`config.mk`:
```
export PLATFORM = sky130hd
export DESIGN_NAME = muldiv_seq
export DESIGN_NICKNAME = d
export VERILOG_FILES = /design/src/rtl/muldiv_seq.sv
export SDC_FILE = /design/constraint.sdc
export NUM_CORES = 2
export LEC_CHECK = 0
export BUFFER_PORTS_ARGS = -buffer_cell sky130_fd_sc_hd__buf_2
export CAP_MARGIN = 10
export CORE_MARGIN = 2
export CORE_UTILIZATION = 55
export CTS_CLUSTER_SIZE = 24
export DETAILED_ROUTE_END_ITERATION = 7
export PLACE_DENSITY_LB_ADDON = 0.08
export SETUP_SLACK_MARGIN = 0.05
export SYNTH_ARGS = -nofsm -noshare
export SYNTH_HDL_FRONTEND = slang
export SYNTH_SLANG_ARGS = --single-unit
```
`constraint.sdc`:
```
create_clock -name clk -period 11.6 [get_ports clk]
set_input_delay 1.74 -clock clk [delete_from_list [all_inputs] [get_ports clk]]
set_output_delay 1.74 -clock clk [all_outputs]
set_load 0.02 [all_outputs]
```
`src/rtl/muldiv_seq.sv`:
```
// muldiv_seq: multi-cycle MULT/MULTU/DIV/DIVU unit for the EX stage.
// Holds the pipeline through the operation and returns {HI,LO} with a one-cycle pulse.
module muldiv_seq #(
  parameter int DATA_W  = 32,
  parameter int MUL_LAT = 4
) (
  input  logic                clk,
  input  logic                rst,
  input  logic                start,
  input  logic [1:0]          op,
  input  logic [DATA_W-1:0]   a,
  input  logic [DATA_W-1:0]   b,
  input  logic                flush,
  output logic                stall_o,
  output logic                res_valid,
  output logic [2*DATA_W-1:0] res
);

  localparam int CNT_MAX = (DATA_W > MUL_LAT) ? DATA_W : MUL_LAT;
  localparam int CNT_W   = $clog2(CNT_MAX + 1);

  typedef enum logic [1:0] {IDLE, DIV_RUN, MUL_RUN, DONE} state_t;

  state_t                state_q, state_d;
  logic [CNT_W-1:0]      cnt_q, cnt_d;
  logic                  sgn_q, sgn_d;
  logic [DATA_W-1:0]     a_q, a_d;
  logic [DATA_W-1:0]     b_q, b_d;
  logic [DATA_W-1:0]     rem_q, rem_d;
  logic [DATA_W-1:0]     quot_q, quot_d;
  logic [2*DATA_W-1:0]   res_q, res_d;

  logic [DATA_W-1:0]     divisor;
  logic [DATA_W:0]       remShift;
  logic [DATA_W:0]       remDiff;
  logic                  quotBit;
  logic [DATA_W-1:0]     nextRem;
  logic [DATA_W-1:0]     nextQuot;
  logic [DATA_W-1:0]     quotFinal;
  logic [DATA_W-1:0]     remFinal;
  logic [2*DATA_W-1:0]   mulA;
  logic [2*DATA_W-1:0]   mulB;
  logic [2*DATA_W-1:0]   product;

  // Two's-complement magnitude; the most negative value maps to itself, which is
  // still correct when read as unsigned.
  function automatic logic [DATA_W-1:0] magnitude(input logic [DATA_W-1:0] v,
                                                   input logic isSigned);
    return (isSigned && v[DATA_W-1]) ? -v : v;
  endfunction

  // Datapath: one restoring-division step on magnitudes plus the sign fixup, and the product.
  always_comb begin
    divisor   = magnitude(b_q, sgn_q);
    remShift  = {rem_q, quot_q[DATA_W-1]};
    remDiff   = remShift - {1'b0, divisor};
    quotBit   = ~remDiff[DATA_W];
    nextRem   = quotBit ? remDiff[DATA_W-1:0] : remShift[DATA_W-1:0];
    nextQuot  = {quot_q[DATA_W-2:0], quotBit};
    quotFinal = (sgn_q && (a_q[DATA_W-1] ^ b_q[DATA_W-1])) ? -nextQuot : nextQuot;
    remFinal  = (sgn_q && a_q[DATA_W-1]) ? -nextRem : nextRem;
    mulA      = {{DATA_W{sgn_q & a_q[DATA_W-1]}}, a_q};
    mulB      = {{DATA_W{sgn_q & b_q[DATA_W-1]}}, b_q};
    product   = mulA * mulB;
  end

  // Next-state logic and combinational stall; flush overrides everything and drops stall.
  always_comb begin
    state_d = state_q;
    cnt_d   = cnt_q;
    sgn_d   = sgn_q;
    a_d     = a_q;
    b_d     = b_q;
    rem_d   = rem_q;
    quot_d  = quot_q;
    res_d   = res_q;
    stall_o = 1'b0;

    if (flush) begin
      state_d = IDLE;
      cnt_d   = '0;
    end else begin
      case (state_q)
        IDLE, DONE: begin
          state_d = IDLE;
          if (start) begin
            stall_o = 1'b1;
            sgn_d   = ~op[0];
            a_d     = a;
            b_d     = b;
            cnt_d   = '0;
            if (op[1]) begin
              state_d = MUL_RUN;
            end else if (b == '0) begin
              state_d = DONE;
              res_d   = {a, {DATA_W{1'b1}}};
            end else begin
              state_d = DIV_RUN;
              rem_d   = '0;
              quot_d  = magnitude(a, ~op[0]);
            end
          end
        end
        DIV_RUN: begin
          stall_o = 1'b1;
          rem_d   = nextRem;
          quot_d  = nextQuot;
          cnt_d   = cnt_q + CNT_W'(1);
          if (cnt_q == CNT_W'(DATA_W - 1)) begin
            state_d = DONE;
            res_d   = {remFinal, quotFinal};
          end
        end
        MUL_RUN: begin
          stall_o = 1'b1;
          cnt_d   = cnt_q + CNT_W'(1);
          if (cnt_q == CNT_W'(MUL_LAT - 1)) begin
            state_d = DONE;
            res_d   = product;
          end
        end
        default: state_d = IDLE;
      endcase
    end
  end

  // State and operand registers with synchronous reset clearing everything, result included.
  always_ff @(posedge clk) begin
    if (rst) begin
      state_q <= IDLE;
      cnt_q   <= '0;
      sgn_q   <= 1'b0;
      a_q     <= '0;
      b_q     <= '0;
      rem_q   <= '0;
      quot_q  <= '0;
      res_q   <= '0;
    end else begin
      state_q <= state_d;
      cnt_q   <= cnt_d;
      sgn_q   <= sgn_d;
      a_q     <= a_d;
      b_q     <= b_d;
      rem_q   <= rem_d;
      quot_q  <= quot_d;
      res_q   <= res_d;
    end
  end

  assign res_valid = (state_q == DONE);
  assign res       = res_q;

endmodule

```
==> results.txt <==
Share of layout cells above drive strength 1 - 0.0574
Worst slew pin tran - 1310 ps
DR pass1 iterations - 6
Largest net degree at the start of global routing - 81
Area growth syn-to-layout - 4.96%
Min-delay worst type - reg -> reg
Vias in the first global route - 42800
Most common cell on crit path - fa_1
Final setup TNS - 0 ps
Initial antenna violation count - 6
CTS resizes - 0
Synth Net Count - 7537
Vias after detailed routing - 42000
Post-synthesis average cell area - 8.47 sq um
DR iter-0 viols - 3630
Placement Setup Slack - 2420 ps
Clock root buffer - clkbuf_16
CP max stage cell - dfxtp_2
Port bufs - 135
Detailed Place HPWL - 133000 um
Die Wd - 310 um
Clock Sink Count - 201
WP data required - 12010 ps
Final period util - 0.797
# DRC - 0
Average wire per standard cell - 22.9 um
Max IR drop VDD - 0.0933 mV
Yosys Warn Count - 0
Slew Viols, Final - 0
Hold_buf cts - 0
Clk slew on worst S/H paths - 70 ps
Post-synth top area cell - fa_1
Final Hold Viols - 0
Critical Path Start Type - register
Setup ws final - 2350 ps
Crit path DAT - 9660 ps
Most common cell after layout, fill and taps aside - inv_1
Max-cap viol count - 0
Post-CTS Setup Inserts - 0
Most frequent cells in the layout - 1160 x inv_1, 1126 x fa_1, 1038 x nand2_1, 356 x and2_1, 263 x nor2_1
CP max FO - 29
Max Fclk - 0.108 GHz
Placer congestion estimate - 0.971
RSZ-0062 raised after global routing - false
Ys async rst share - 0
Top-area cell type share of the netlist area - 0.437
Sequential area share after synthesis - 0.0780
Avg Vias per Cell - 5.78
Total Routing Usage GR - 0.356
Mapped Cells - 6088
Kind of critical path - reg -> reg
Setup Viol. Count Final - 0
Core area - 0.0932 sq mm
Die Ht - 310 um
H-tree depth - 1
DIE AREA - 0.0962 sq mm
Post-synth EDFFs - 0
Pwr per Cell Area - 51.1 mW/mm^2
Initial core utilization - 0.553
Leakage - 0.0259 uW
Crit. End Element - register
Num CTS Buffers - 24
CTS tree - done
Top-level I/O count - 136
Std-Cell Rows - 112
Fin nets - 7442
Status - finished, final reports clean
First-pass GRT wire length - 258000 um
Netlist cell types - 84
Relative slew slack - 0.124
Final Skew - 18.1 ps
Worst-Skew Late Latency - 550 ps
Final antenna-violating net count - 0
Fin crit period - 9250 ps
Most common flop cell mapped by yosys - dfxtp_1
Critical Path Max Stage Delay - 930 ps
Area contributors post-synth - fa_1 44%, inv_1 8.4%, dfxtp_1 7.8%
Final wirelength - 166000 um
# fillers - 8642
Cell area after technology mapping - 0.0516 sq mm
#FFs+latches synth - 201
Grt ovf - 0
Worst-case clock buffer depth - 3
## flip-flops by register name (all words and copies together) (netlist names)
register / flops
rem_q: 32
cnt_q: 6
sgn_q: 1
b_q: 32
res: 64
a_q: 32
quot_q: 32
state_q: 2
## Yosys cell counts, drive strengths merged, types with 20 or more instances
cell / instances
a21o: 49
a21oi: 257
o21a: 22
nand2: 1039
a211oi: 28
clkbuf: 324
nor3: 60
nor4: 30
nand2b: 31
or3: 27
o21ai: 167
xor2: 70
a31oi: 42
nand3: 38
buf: 51
xnor2: 126
a221oi: 33
a22oi: 28
inv: 1161
and3: 30
and2: 358
nor2: 264
o211ai: 20
fa: 1126
dfxtp: 201
ha: 253
## cell type report
class / instances / area (sq um) / share of cell area
multi-input cells: 4351 / 41800 / 0.772
well taps: 1254 / 1570 / 0.0290
clock buffers: 32 / 682 / 0.0126
clock inverters: 11 / 88.8 / 0.00164
repair buffers: 254 / 1600 / 0.0295
diodes: 4 / 10.0 / 0.000185
flip-flops and latches: 201 / 4030 / 0.0744
inverters: 1161 / 4360 / 0.0805
## cell families after synthesis
kind of cell    share of synthesized area
buf+inv                             0.112
mux                               0.00633
fa+ha+maj                           0.498
compound gates                     0.0971
xor+xnor                           0.0333
simple gates                        0.175
flops                              0.0780
## where the power goes
group | switching (uW) | leakage, uW | internal, uW | total [uW]
logic | 824 | 0.0239 | 398 | 1220
registers | 57.2 | 0.00163 | 716 | 773
clock network | 336 | 0.000380 | 435 | 771
total | 1220 | 0.0259 | 1550 | 2770
## through the flow
stage	util	power [uW]	std cells	hold WS, ps	cell area [sq um]
final	0.581	2770	7268	456	54100
after floorplan	-	1550	6088	462	51600
after detailed placement	0.573	1980	7221	446	53400
after global routing	0.581	2900	7268	472	54100
after CTS	0.581	2750	7264	455	54100
after global placement	0.573	1970	7221	439	53400
## layer usage
| layer | GRT usage | vias to the layer above | share of wire |
|---|---|---|---|
| li1 | - | 18400 | - |
| met1 | 0.473 | 21500 | 0.40 |
| met2 | 0.599 | 1730 | 0.49 |
| met3 | 0.0392 | 348 | 0.070 |
| met4 | 0.140 | 0 | 0.046 |
| met5 | 0 | - | 0 |
## final timing paths
path              startpoint  endpoint  slack [ps]  cells after the start
setup / recovery      b_q[6]   res[63]        2350                     30
hold / removal       b_q[28]   b_q[28]         460                      2
setup reg to reg      b_q[6]   res[63]        2350                     30
hold reg to reg      b_q[28]   b_q[28]         460                      2
## critical path, delay by kind of cell, from the launching register on
family | cells | cell delay (ps)
buffers and inverters | 8 | 1390
DFF | 1 | 930
AOI/OAI and AO/OA | 9 | 1750
and+or+nand+nor | 4 | 420
adders and majority gates | 9 | 4620
Note: power is estimated with default switching activity, not from simulation.
